File: src/rtl/cpu_pkg.sv
// Shared definitions for the 8-bit CPU control path: opcodes, instruction
// field positions, sequencer state encoding and the ALU-op decode helper.
package cpu_pkg;

  localparam logic [3:0] OP_NOP  = 4'b0000;
  localparam logic [3:0] OP_LDI  = 4'b0001;
  localparam logic [3:0] OP_ADD  = 4'b0011;
  localparam logic [3:0] OP_SUB  = 4'b0100;
  localparam logic [3:0] OP_AND  = 4'b0101;
  localparam logic [3:0] OP_OR   = 4'b0110;
  localparam logic [3:0] OP_JMP  = 4'b0111;
  localparam logic [3:0] OP_JZ   = 4'b1001;
  localparam logic [3:0] OP_INC  = 4'b1010;
  localparam logic [3:0] OP_DEC  = 4'b1011;
  localparam logic [3:0] OP_HALT = 4'b1111;

  localparam int OP_MSB  = 15;
  localparam int OP_LSB  = 12;
  localparam int RD_MSB  = 11;
  localparam int RD_LSB  = 10;
  localparam int RS_MSB  = 9;
  localparam int RS_LSB  = 8;
  localparam int IMM_MSB = 7;
  localparam int IMM_LSB = 0;

  typedef enum logic [2:0] {
    S_FETCH     = 3'd0,
    S_DECODE    = 3'd1,
    S_EXECUTE   = 3'd2,
    S_WRITEBACK = 3'd3,
    S_HALT      = 3'd4
  } seq_state_t;

  function automatic logic is_alu_op(input logic [3:0] opcode);
    case (opcode)
      OP_ADD, OP_SUB, OP_AND, OP_OR, OP_INC, OP_DEC: is_alu_op = 1'b1;
      default:                                       is_alu_op = 1'b0;
    endcase
  endfunction

endpackage

File: src/rtl/alu_seq_fetch.sv
// Instruction fetch handshake: requests while the sequencer sits in FETCH and
// captures the instruction word into IR on the acknowledge cycle.
module alu_seq_fetch #(
  parameter int PC_WIDTH = 8
) (
  input  logic                clk,
  input  logic                reset,
  input  logic                fetch_en,
  input  logic [PC_WIDTH-1:0] pc,
  output logic                imem_req,
  output logic [PC_WIDTH-1:0] imem_addr,
  input  logic                imem_ack,
  input  logic [15:0]         imem_data,
  output logic [15:0]         ir,
  output logic                fetch_done
);

  logic [15:0] ir_r;

  // Gating with reset makes the request drop the instant reset asserts.
  assign imem_req   = fetch_en & ~reset;
  assign imem_addr  = pc;
  assign fetch_done = imem_req & imem_ack;
  assign ir         = ir_r;

  // Instruction register, loaded only on an acknowledged request.
  always_ff @(posedge clk or posedge reset) begin
    if (reset) begin
      ir_r <= 16'h0000;
    end else if (fetch_done) begin
      ir_r <= imem_data;
    end
  end

endmodule

File: src/rtl/alu_sequencer.sv
// Multi-cycle control unit for the 8-bit CPU (fetch/decode/execute/write-back).
// Define ALU_SEQ_ICOUNT_EN to add the instr_count retired-instruction counter.
module alu_sequencer
  import cpu_pkg::*;
#(
  parameter int                  PC_WIDTH = 8,
  parameter logic [PC_WIDTH-1:0] RESET_PC = PC_WIDTH'(8'h00)
) (
  input  logic                clk,
  input  logic                reset,
  output logic                imem_req,
  output logic [PC_WIDTH-1:0] imem_addr,
  input  logic                imem_ack,
  input  logic [15:0]         imem_data,
  output logic [3:0]          alu_opcode,
  input  logic                alu_zero,
  output logic [1:0]          rf_raddr_a,
  output logic [1:0]          rf_raddr_b,
  output logic [1:0]          rf_waddr,
  output logic                rf_we,
  output logic                rf_wsel,
  output logic [7:0]          rf_wimm,
  output logic                z_flag,
  output logic                halted,
  output logic                illegal_op
`ifdef ALU_SEQ_ICOUNT_EN
  ,
  output logic [15:0]         instr_count
`endif
);

  seq_state_t          state_r, state_next_s;
  logic [PC_WIDTH-1:0] pc_r, pc_inc_s, jump_tgt_s;
  logic [15:0]         ir_s;
  logic                fetch_en_s, fetch_done_s;

  assign fetch_en_s = (state_r == S_FETCH);
  assign pc_inc_s   = pc_r + PC_WIDTH'(1'b1);
  assign jump_tgt_s = PC_WIDTH'(ir_s[IMM_MSB:IMM_LSB]);

  alu_seq_fetch #(.PC_WIDTH(PC_WIDTH)) u_fetch (
    .clk        (clk),
    .reset      (reset),
    .fetch_en   (fetch_en_s),
    .pc         (pc_r),
    .imem_req   (imem_req),
    .imem_addr  (imem_addr),
    .imem_ack   (imem_ack),
    .imem_data  (imem_data),
    .ir         (ir_s),
    .fetch_done (fetch_done_s)
  );

  // State register.
  always_ff @(posedge clk or posedge reset) begin
    if (reset) state_r <= S_FETCH;
    else       state_r <= state_next_s;
  end

  // Next-state decode; HALT is absorbing until reset.
  always_comb begin
    state_next_s = state_r;
    case (state_r)
      S_FETCH: begin
        if (fetch_done_s) state_next_s = S_DECODE;
        else              state_next_s = S_FETCH;
      end
      S_DECODE: state_next_s = S_EXECUTE;
      S_EXECUTE: begin
        if (alu_opcode == OP_HALT)                             state_next_s = S_HALT;
        else if ((alu_opcode == OP_LDI) || is_alu_op(alu_opcode)) state_next_s = S_WRITEBACK;
        else                                                   state_next_s = S_FETCH;
      end
      S_WRITEBACK: state_next_s = S_FETCH;
      S_HALT:      state_next_s = S_HALT;
      default:     state_next_s = S_FETCH;
    endcase
  end

  // Datapath control registers, PC and flags.
  always_ff @(posedge clk or posedge reset) begin
    if (reset) begin
      pc_r       <= RESET_PC;
      alu_opcode <= 4'h0;
      rf_raddr_a <= 2'd0;
      rf_raddr_b <= 2'd0;
      rf_waddr   <= 2'd0;
      rf_we      <= 1'b0;
      rf_wsel    <= 1'b0;
      rf_wimm    <= 8'h00;
      z_flag     <= 1'b0;
      halted     <= 1'b0;
      illegal_op <= 1'b0;
    end else begin
      rf_we      <= 1'b0;
      illegal_op <= 1'b0;
      case (state_r)
        S_DECODE: begin
          alu_opcode <= ir_s[OP_MSB:OP_LSB];
          rf_raddr_a <= ir_s[RD_MSB:RD_LSB];
          rf_raddr_b <= ir_s[RS_MSB:RS_LSB];
          rf_waddr   <= ir_s[RD_MSB:RD_LSB];
        end
        S_EXECUTE: begin
          case (alu_opcode)
            OP_NOP: pc_r <= pc_inc_s;
            OP_LDI: begin
              rf_we   <= 1'b1;
              rf_wsel <= 1'b1;
              rf_wimm <= ir_s[IMM_MSB:IMM_LSB];
            end
            OP_ADD, OP_SUB, OP_AND, OP_OR, OP_INC, OP_DEC: begin
              z_flag  <= alu_zero;
              rf_we   <= 1'b1;
              rf_wsel <= 1'b0;
            end
            OP_JMP:  pc_r   <= jump_tgt_s;
            // JZ tests the ALU's pass-through of rd, not the stored flag.
            OP_JZ:   pc_r   <= alu_zero ? jump_tgt_s : pc_inc_s;
            OP_HALT: halted <= 1'b1;
            default: begin
              illegal_op <= 1'b1;
              pc_r       <= pc_inc_s;
            end
          endcase
        end
        S_WRITEBACK: pc_r <= pc_inc_s;
        default: ;
      endcase
    end
  end

`ifdef ALU_SEQ_ICOUNT_EN
  // Retired-instruction counter; HALT never re-enters FETCH so it freezes there.
  always_ff @(posedge clk or posedge reset) begin
    if (reset) begin
      instr_count <= 16'h0000;
    end else if (((state_r == S_EXECUTE) || (state_r == S_WRITEBACK)) &&
                 (state_next_s == S_FETCH)) begin
      instr_count <= instr_count + 16'h0001;
    end
  end
`endif

endmodule

File: config.mk
export PLATFORM = sky130hd
export DESIGN_NAME = alu_sequencer
export DESIGN_NICKNAME = d
export VERILOG_FILES = /design/src/rtl/cpu_pkg.sv /design/src/rtl/alu_seq_fetch.sv /design/src/rtl/alu_sequencer.sv
export SDC_FILE = /design/constraint.sdc
export NUM_CORES = 1
export LEC_CHECK = 0
export BUFFER_PORTS_ARGS = -buffer_cell sky130_fd_sc_hd__buf_4
export CAP_MARGIN = 20
export CELL_PAD_IN_SITES_DETAIL_PLACEMENT = 2
export CELL_PAD_IN_SITES_GLOBAL_PLACEMENT = 2
export CORE_MARGIN = 4
export CORE_UTILIZATION = 36
export DETAILED_ROUTE_END_ITERATION = 12
export GPL_TIMING_DRIVEN = 0
export PLACE_DENSITY_LB_ADDON = 0.12
export SLEW_MARGIN = 0
export SYNTH_ARGS = -nofsm -noshare
export SYNTH_HDL_FRONTEND = slang
export SYNTH_HIERARCHICAL = 1
export SYNTH_SLANG_ARGS = --single-unit
File: constraint.sdc
create_clock -name clk -period 2.51 [get_ports clk]
set_input_delay 0.502 -clock clk [delete_from_list [all_inputs] [get_ports clk]]
set_output_delay 0.502 -clock clk [all_outputs]
set_load 0.005 [all_outputs]
==> results of run 1 <==
[cells in the final DEF (no fill, tap or decap), drive strengths merged, types with 2 or more instances in the layout]
cell and n:
a21oi 2, a221o 2, a22oi 3, and2b 3
and3 2, buf 68, clkbuf 9, dfrtp 48
inv 10, mux2 33, mux2i 7, nand2 5
nand2b 3, nand3 2, nand3b 2, nand4 3
nor2 8, nor3 3, nor3b 2, o21ai 3
o221ai 7, o2bb2ai 5
[cells by family (layout without fill, tap and decap cells)]
logic type / Yosys count / in the layout / share of synthesized area, %
XOR/XNOR: 1 / 1 / 0.371
AND/OR/NAND/NOR: 36 / 36 / 9.26
AO/OA/AOI/OAI: 30 / 30 / 10.8
buffers and inverters: 28 / 88 / 7.52
multiplexers: 40 / 40 / 20.3
adder cells (fa/ha/maj): 2 / 2 / 0.953
flip-flops: 48 / 48 / 50.8
[worst max-delay path by stage]
stage / slack [ns] / startpoint / depth (start not counted) / endpoint
final: 0.39 / alu_opcode[2] / 5 / pc_r[1]
after detailed placement: 0.38 / alu_opcode[2] / 5 / pc_r[1]
after global routing: 0.27 / alu_opcode[2] / 5 / pc_r[1]
after global placement: 0.42 / alu_opcode[2] / 5 / pc_r[1]
after floorplan: 0.64 / alu_opcode[2] / 5 / pc_r[1]
after CTS: 0.35 / alu_opcode[2] / 5 / pc_r[1]
[stage by stage]
stage          cell area (µm²)  setup WS [ns]
3_5_place_dp              2870          0.383
2_1_floorplan             2360          0.637
6_report                  2960          0.386
4_1_cts                   2960          0.350
5_1_grt                   2960          0.265
3_3_place_gp              2840          0.423
[report_power, final]
part / switching (mW) / leakage [nW] / internal, mW
Clock: 0.253 / 0.0445 / 0.224
Sequential: 0.296 / 0.593 / 1.13
Combinational: 0.689 / 0.836 / 0.958
Total: 1.24 / 1.47 / 2.31
[Yosys cell counts (2+ instances only)]
master	instances
buf_6	4
clkbuf_1	2
mux2_2	8
mux2i_1	7
nand4_1	2
nand3_1	2
buf_4	11
o221ai_1	7
a21oi_1	2
o21ai_0	2
nor3_1	3
a221o_1	2
dfrtp_1	48
inv_1	9
nand2b_1	3
a22oi_1	3
nor3b_1	2
nor2_1	8
mux2_4	10
and3_1	2
o2bb2ai_1	5
nand2_1	5
and2b_1	3
mux2_1	15
[final cells by class]
class                      instances  area share (%)
clock buffer                       7            2.91
inverter                          10            1.27
tap                               77            3.25
buffer                            18            4.73
multi-input combinational        109            33.2
timing repair buffer              52            13.8
clock inverter                     1           0.253
sequential                        48            40.5
[per-layer routing]
| layer | vias up | routed length [µm] | global-route usage [%] | share of wire, % |
|---|---|---|---|---|
| met1 | 874 | 2440 | 20.2 | 41 |
| met2 | 33 | 3150 | 27.8 | 54 |
| met3 | 6 | 235 | 3.32 | 4.0 |
| met4 | 0 | 55 | 4.06 | 0.94 |
| met5 | - | 0 | 0 | 0 |
| li1 | 771 | - | - | - |
[sequential cells by signal (all words and copies together) (netlist names)]
signal,cells
alu_opcode,4
rf_we,1
u_fetch/ir,16
rf_raddr_b,2
illegal_op,1
rf_waddr,2
halted,1
rf_wimm,8
state_r,3
rf_wsel,1
z_flag,1
pc_r,8
[worst reg2reg max path, delay by kind of cell, from the launching register on]
kind | cells | cell delay [ns]
mux | 2 | 0.63
compound gates | 1 | 0.58
flops | 1 | 0.40
simple gates | 1 | 0.24
buf+inv | 1 | 0.15
==> impl_metrics.py, run 1 <==
metrics = {
    "detailed_routing": {
        "vias_per_cell": 5.23,
        "wire_per_inst_um": 18.3,
        "drc": 0,
        "drt_wl_total_mm": 5.88,
        "drtIter0Drc": 47,
        "ant_nets": 0,
        "vias": 1684,
        "first_pass_iters": 4,
    },
    "critical_path": {
        "critPathBufInv": 1,
        "critPathKind": "reg -> reg",
        "slowest_delay_ns": 0.58,
        "arrival_ns": 2.30,
        "end_kind": "flip-flop",
        "r2r_cells": 5,
        "cp_top_family": "multiplexers",
        "cpMaxStageDelayCell": "a221oi_2",
        "rr_endpoint": "pc_r[1]",
        "path_cells": "buf_6, nand4bb_1, a221oi_2, mux2_1, mux2_4",
        "crit_path_max_fanout": 10,
        "r2r_slack_ns": 0.39,
        "startpoint_type": "flip-flop",
        "cp.required_ns": 2.69,
        "crit-reg2reg-launch": "alu_opcode[2]",
    },
    "synth": {
        "syn_area_um2": 2360,
        "synth_top_area_share_pct": 50.8,
        "yosysTopAreaCell": "dfrtp_1",
        "postSynthAreaPerCell_um2": 12.8,
        "synthDistinctLibCells": 44,
        "yosysSeqAreaShare_pct": 50.8,
        "async_reset_ff_share_pct": 100,
        "syn_inst": 185,
        "synth_nets": 206,
        "synth_edf_count": 0,
        "synth_top_flop_cell": "dfrtp_1",
        "synth_area_leaders": "dfrtp_1 51%, mux2_1 7.1%, mux2_4 6.4%",
        "yosysWarnings": 6,
        "synth-seq-cells": 48,
    },
    "floorplan": {
        "io_pins": 52,
        "die_area_um2": 7930,
        "core_area_um2": 6350,
        "start_util_pct": 37.2,
        "die_width_um": 89.0,
        "die_h_um": 89.0,
        "core.rowCount": 29,
    },
    "global_routing": {
        "grt-ovfl-total": 0,
        "grt_pass1_vias": 1914,
        "grt_max_degree": 20,
        "grt_use_total_pct": 15.9,
        "grt_pass1_wl_mm": 9.58,
        "grt_antenna_before_repair": 0,
    },
    "clock_tree": {
        "cts_buffers": 5,
        "clk_path_buf_depth": 2,
        "cts_resized": 0,
        "cts-htree-levels": 2,
        "cts_tree": "built",
        "cts_setup_buffers": 0,
        "cts_sinks": 48,
        "ctsHoldBuffers": 0,
        "clkSlewWorstSetupHoldPaths_ns": 0.09,
        "clkLatencyLatePin_ns": 0.30,
        "cts-root-buf": "clkbuf_8",
    },
    "cells_and_area": {
        "fin_cells": 322,
        "num-nets-final": 265,
        "fin_util_pct": 46.7,
        "fillers": 643,
        "antenna_cells": 0,
        "drive_gt1_share_pct": 40.0,
        "area_growth_pct": 25.4,
        "multi_input_area_um2": 985,
        "seq_area_um2": 1200,
    },
    "power": {
        "p_leak_nw": 1.47,
        "powerDensity_nw_per_um2": 1200,
        "p_total_mw": 3.55,
        "max-vdd-ir-drop_uv": 510,
    },
    "sta": {
        "finalHoldViolCount": 0,
        "fmax_ghz": 0.471,
        "hold-worst-slack_ns": 0.336,
        "slew_violations": 0,
        "min_period_over_period_pct": 84.6,
        "grt_setup_unrepaired": "false",
        "min_period_ns": 2.12,
        "worst_pin_slew_ns": 0.854,
        "slew-limit-headroom_pct": 43.0,
        "skew_ns": 0.0155,
        "setup_violations": 0,
        "finalSetupTns_ns": 0,
    },
    "run_status": {
        "outcome": "finished, final reports clean",
    },
    "hold_path": {
        "min_path_type": "in -> async",
    },
    "placement": {
        "dp.cells": 314,
        "dp.final_hpwl_mm": 4.49,
        "gp_congestion": 0.779,
        "portBuffers": 51,
    },
    "flow_run": {
        "drv_cap": 0,
    },
}
(Power assumes the default switching activity.)
==> inputs of run 2 (changes only) <==
Settings changed: CORE_UTILIZATION 36 to 32.
Clock period 2.51 ns to 1.95 ns, I/O delays scaled along.
==> run 2 against run 1 <==
  * Via count rose by 1.9%
  * Setup slack got worse by 0.29 ns
  * Maximum frequency rose by 15%
  * Die area rose by 11%
  * Register-to-register slack got worse by 0.29 ns
==> impl_metrics.py, run 2 (synthesis results as in run 1) <==
metrics = {
    "run_status": {
        "outcome": "finished, final reports clean",
    },
    "cells_and_area": {
        "final_cell_mix": "63 x buf_4, 48 x dfrtp_1, 15 x mux2_1",
        "antenna_cells": 0,
        "num-nets-final": 266,
        "final_common_cell": "buf_4",
        "fin_util_pct": 41.8,
        "finalInstanceArea_um2": 3010,
        "drive_gt1_share_pct": 41.6,
        "area_growth_pct": 27.5,
        "largest_reg_flops": 16,
    },
    "power": {
        "max-vdd-ir-drop_uv": 461,
        "powerDensity_nw_per_um2": 1510,
        "p_leak_nw": 1.48,
    },
    "sta": {
        "setup_violations": 0,
        "hold-worst-slack_ns": 0.182,
        "min_period_over_period_pct": 94.8,
        "grt_setup_unrepaired": "false",
        "finalHoldViolCount": 0,
        "slew_violations": 0,
        "fmax_ghz": 0.541,
        "worst_pin_slew_ns": 0.702,
        "min_period_ns": 1.85,
        "fin_ws_ns": 0.101,
        "skew_ns": 0.00731,
        "slew-limit-headroom_pct": 53.2,
    },
    "clock_tree": {
        "ctsHoldBuffers": 0,
        "cts-root-buf": "clkbuf_8",
        "clkSlewWorstSetupHoldPaths_ns": 0.09,
        "cts_buffers": 5,
        "cts-htree-levels": 2,
        "cts_tree": "built",
        "clk_path_buf_depth": 2,
        "cts_sinks": 48,
        "clkLatencyLatePin_ns": 0.30,
    },
    "detailed_routing": {
        "drt_wl_total_mm": 5.95,
        "wire_per_inst_um": 17.3,
        "drtIter0Drc": 46,
        "first_pass_iters": 4,
        "ant_nets": 0,
        "vias": 1716,
        "drc": 0,
        "vias_per_cell": 4.99,
    },
    "critical_path": {
        "cpMaxStageDelayCell": "dfrtp_1",
        "cp-endpoint": "pc_r[1]",
        "path_cells": "buf_6, nand4bb_1, a221oi_4, mux2_1, mux2_4",
        "cp.required_ns": 2.14,
        "slowest_delay_ns": 0.39,
        "rr_endpoint": "pc_r[1]",
        "critPathKind": "reg -> reg",
        "end_kind": "flip-flop",
        "crit-reg2reg-launch": "alu_opcode[2]",
        "startpoint_type": "flip-flop",
        "r2r_slack_ns": 0.10,
        "r2r_cells": 5,
        "crit_path_max_fanout": 10,
        "arrival_ns": 2.04,
        "setup.worst_path.start": "alu_opcode[2]",
    },
    "global_routing": {
        "grt-ovfl-total": 0,
        "grt_antenna_before_repair": 0,
        "grt_use_total_pct": 14.7,
        "grt_max_degree": 22,
        "grt_pass1_wl_mm": 9.94,
        "grt_pass1_vias": 1898,
    },
    "floorplan": {
        "die_area_um2": 8820,
        "die_h_um": 93.9,
        "core.rowCount": 31,
        "start_util_pct": 32.8,
        "die_width_um": 93.9,
        "core_area_um2": 7210,
        "io_pins": 52,
    },
    "hold_path": {
        "min_path_type": "in -> async",
    },
    "placement": {
        "portBuffers": 51,
        "dp_slack_ns": -0.137,
        "dpl_cell_area_um2": 2900,
        "gp_congestion": 0.734,
        "dp.final_hpwl_mm": 4.42,
    },
    "flow_run": {
        "drv_cap": 0,
    },
}
run 2: cell types whose count changed in the layout (fill, tap and decap cells not counted), sizes merged:
cell and change:
buf +1, clkinvlp -1, clkinv +1, clkbuf -1
run 2: worst max-delay path, delay by kind of cell, from the launching register on:
family                 cells  cell delay [ns]
buffers and inverters      1             0.15
AO/OA/AOI/OAI              1             0.33
AND/OR/NAND/NOR            1             0.27
flip-flops                 1             0.39
multiplexers               2             0.60
run 2: worst min-delay path by stage:
stage	from	to	slack, ns	depth (start not counted)
after floorplan	reset	u_fetch/ir[0]	0.30	1
after global placement	halted	halted	0.46	1
after detailed placement	halted	halted	0.47	1
after CTS	reset	rf_raddr_b[0]	0.20	2
after global routing	reset	rf_wimm[2]	0.23	2
final	reset	rf_wimm[2]	0.18	2
run 2: final cells by class:
class,instances,area [µm²]
Clock inverter,1,5.00
Clock buffer,6,72.6
Fill cell,757,4200
Tap cell,99,124
Multi-Input combinational cell,109,1010
Buffer,18,141
Sequential cell,48,1200
Inverter,10,37.5
Timing Repair Buffer,53,418
run 2: power by group:
part	internal, mW	switching, mW
logic	1.25	0.905
registers	1.46	0.375
clock network	0.245	0.328
total	2.95	1.61
run 2: per-stage QoR:
| step | total power, mW | setup TNS [ns] | std cells |
|---|---|---|---|
| 2_1_floorplan | 3.11 | 0 | 185 |
| 3_3_place_gp | 3.93 | -0.148 | 335 |
| 3_5_place_dp | 4.01 | -0.405 | 336 |
| 4_1_cts | 4.63 | -0.0500 | 343 |
| 5_1_grt | 4.93 | 0 | 344 |
| 6_report | 4.56 | 0 | 344 |
run 2: what timing repair did:
item	4_1_cts	5_1_grt
resized for setup	3	4
setup buffers	0	1
pin swaps	1	1
endpoints found under the setup margin	11	12
hold endpoints to repair	0	0
run 2: layer usage:
metal  part of all wire (%)  vias to the layer above  GRT usage (%)
met3                    3.1                        6           3.21
met5                      0                        -              0
met1                     45                      898           18.6
met4                    1.1                        0           3.97
li1                       -                      784              -
met2                     51                       28           25.1
==> inputs of run 3 (changes only) <==
Settings changed: CORE_UTILIZATION 32 to 31, SYNTH_HIERARCHICAL 1 to unset.
==> run 3 against run 2 <==
  * Clock power is 8.4% higher
  * Global-route usage is 0.29 points lower
  * Sequential power hardly changed
  * Largest cell class unchanged
  * Clock skew is 0.00087 ns lower
==> impl_metrics.py, run 3 <==
metrics = {
    "run_status": {
        "outcome": "finished, final reports clean",
    },
    "placement": {
        "portBuffers": 51,
        "gp_congestion": 0.696,
        "dpl_cell_area_um2": 2750,
        "dp.final_hpwl_mm": 4.33,
        "dp.cells": 327,
    },
    "sta": {
        "worst_pin_slew_ns": 0.518,
        "finalHoldViolCount": 0,
        "fmax_ghz": 0.548,
        "slew_violations": 0,
        "setup_violations": 0,
        "grt_setup_unrepaired": "false",
        "skew_ns": 0.00644,
        "slew-limit-headroom_pct": 65.5,
        "min_period_over_period_pct": 93.6,
        "min_period_ns": 1.83,
    },
    "clock_tree": {
        "cts_setup_buffers": 0,
        "clkLatencyLatePin_ns": 0.30,
        "cts_buffers": 5,
        "cts-root-buf": "clkbuf_8",
        "cts_sinks": 48,
        "clk_path_buf_depth": 2,
        "cts-htree-levels": 2,
        "clkSlewWorstSetupHoldPaths_ns": 0.09,
        "cts_tree": "built",
    },
    "cells_and_area": {
        "final_common_cell": "buf_4",
        "area_growth_pct": 29.8,
        "finalInstanceArea_um2": 2890,
        "drive_gt1_share_pct": 48.1,
        "antenna_cells": 0,
        "fin_cells": 335,
        "largest_reg_flops": 16,
        "final_cell_mix": "54 x buf_4, 48 x dfrtp_1, 30 x mux2_2",
        "num-nets-final": 259,
    },
    "critical_path": {
        "arrival_ns": 2.00,
        "rr_endpoint": "pc_r[0]",
        "cpMaxStageDelayCell": "o32a_1",
        "end_kind": "flip-flop",
        "r2r_slack_ns": 0.12,
        "cp_top_family": "compound AO/OA/AOI/OAI gates",
        "path_cells": "buf_2, and3_4, o32a_1, o21ai_4, o211ai_1",
        "cp.required_ns": 2.13,
        "critPathKind": "reg -> reg",
        "r2r_cells": 5,
        "startpoint_type": "flip-flop",
        "critPathBufInv": 1,
        "slowest_delay_ns": 0.43,
        "crit-reg2reg-launch": "alu_opcode[2]",
        "crit_path_max_fanout": 10,
    },
    "floorplan": {
        "io_pins": 52,
        "die_width_um": 92.8,
        "core.rowCount": 30,
        "core_area_um2": 6870,
        "die_area_um2": 8600,
        "start_util_pct": 32.4,
        "die_h_um": 92.8,
    },
    "synth": {
        "synth_area_leaders": "dfrtp_1 54%, mux2_2 15%, mux2i_1 2.7%",
        "yosysSeqAreaShare_pct": 53.9,
        "async_reset_ff_share_pct": 100,
        "synth_nets": 200,
        "synth_top_area_share_pct": 53.9,
        "postSynthAreaPerCell_um2": 12.4,
        "synthTopCellsByCount": "48 x dfrtp_1, 30 x mux2_2, 8 x inv_1, 8 x nand2_1, 8 x nor2_1",
        "synth_top_flop_cell": "dfrtp_1",
        "synthDistinctLibCells": 43,
        "yosysWarnings": 0,
        "synth_edf_count": 0,
        "yosysTopAreaCell": "dfrtp_1",
        "synth-seq-cells": 48,
        "syn_inst": 179,
        "syn_area_um2": 2230,
        "synth_most_common_cell": "dfrtp_1",
    },
    "power": {
        "pwr-share-clk_pct": 14.1,
        "power_frac_comb_pct": 44.3,
        "power.internal_mw": 2.77,
        "max-vdd-ir-drop_uv": 662,
        "powerDensity_nw_per_um2": 1530,
        "p_sw_share_pct": 37.1,
        "power.switching_mw": 1.64,
        "p_leak_nw": 1.33,
        "seq_power_share_pct": 41.7,
    },
    "global_routing": {
        "grt_use_total_pct": 14.4,
        "grt-ovfl-total": 0,
        "grt_antenna_before_repair": 0,
        "grt_max_degree": 35,
        "grt_pass1_wl_mm": 9.78,
        "grt_pass1_vias": 1850,
    },
    "detailed_routing": {
        "drtIter0Drc": 33,
        "wire_per_inst_um": 17.6,
        "vias": 1665,
        "ant_nets": 0,
        "first_pass_iters": 3,
        "drt_wl_total_mm": 5.90,
        "vias_per_cell": 4.97,
        "drc": 0,
    },
    "flow_run": {
        "drv_cap": 0,
    },
    "hold_path": {
        "min_path_type": "in -> async",
    },
}
==> run 3: cell families (layout without fill, tap and decap cells) <==
logic type	after synthesis	count (layout)	share of synthesized area [%]
AND/OR/NAND/NOR	43	43	10.8
AO/OA/AOI/OAI	31	31	10.9
flip-flops	48	48	53.9
multiplexers	37	37	18.5
adder cells (fa/ha/maj)	2	2	1.01
buffers and inverters	18	78	4.77
==> run 3: how the worst max path moves through the flow <==
stage	start	end	slack [ns]	cells after the start
finish	alu_opcode[2]	pc_r[0]	0.12	5
global route	state_r[1]	pc_r[5]	0.02	5
CTS	state_r[1]	u_fetch.ir[2]	0.001	4
detailed placement	state_r[2]	rf_wimm[4]	-0.23	3
global placement	reset	pc_r[6]	-0.35	2
floorplan	state_r[1]	pc_r[3]	0.28	6
==> run 3: what timing repair did <==
item / in CTS / in global routing
setup endpoints to repair: 15 / 18
gates cloned: 0 / 0
resized for setup: 2 / 6
hold buffers: 0 / 0
==> run 3: layout make-up <==
| type | instances | area (µm²) |
|---|---|---|
| multi-input cells | 113 | 970 |
| well taps | 96 | 120 |
| repair buffers | 52 | 403 |
| inverters | 8 | 30.0 |
| clock buffers | 5 | 68.8 |
| clock inverters | 3 | 21.3 |
| flip-flops and latches | 48 | 1200 |
| fillers | 719 | 3980 |
| plain buffers | 10 | 76.3 |
==> run 3: per-stage QoR <==
| step | setup slack (ns) | total power [mW] | hold WS, ns | TNS, ns | util [%] |
|---|---|---|---|---|---|
| after floorplan | 0.284 | 2.89 | 0.444 | 0 | - |
| after global placement | -0.354 | 3.70 | 0.459 | -18.63 | 39.7 |
| after detailed placement | -0.230 | 3.76 | 0.417 | -2.12 | 40.0 |
| after CTS | 0.00147 | 4.43 | 0.0757 | 0 | 41.5 |
| after global routing | 0.0166 | 4.79 | 0.0861 | 0 | 42.1 |
| final | 0.124 | 4.41 | 0.0689 | 0 | 42.1 |
==> run 3: power groups by stage <==
stage | logic [mW] | registers (mW) | clock network, mW
floorplan | 1.14 | 1.75 | 0
global placement | 1.87 | 1.84 | 0
detailed placement | 1.91 | 1.85 | 0
CTS | 1.93 | 1.84 | 0.655
global route | 2.17 | 1.92 | 0.693
finish | 1.95 | 1.84 | 0.620
==> run 3: layer usage <==
layer  part of all wire, %  vias up  GRT usage (%)  wire, µm
met5                     0        -              0         0
met1                    47      861           20.1      2800
met2                    48       32           22.6      2830
met4                  0.53        0           3.30        31
met3                   4.2        4           3.25       247
li1                      -      768              -         -
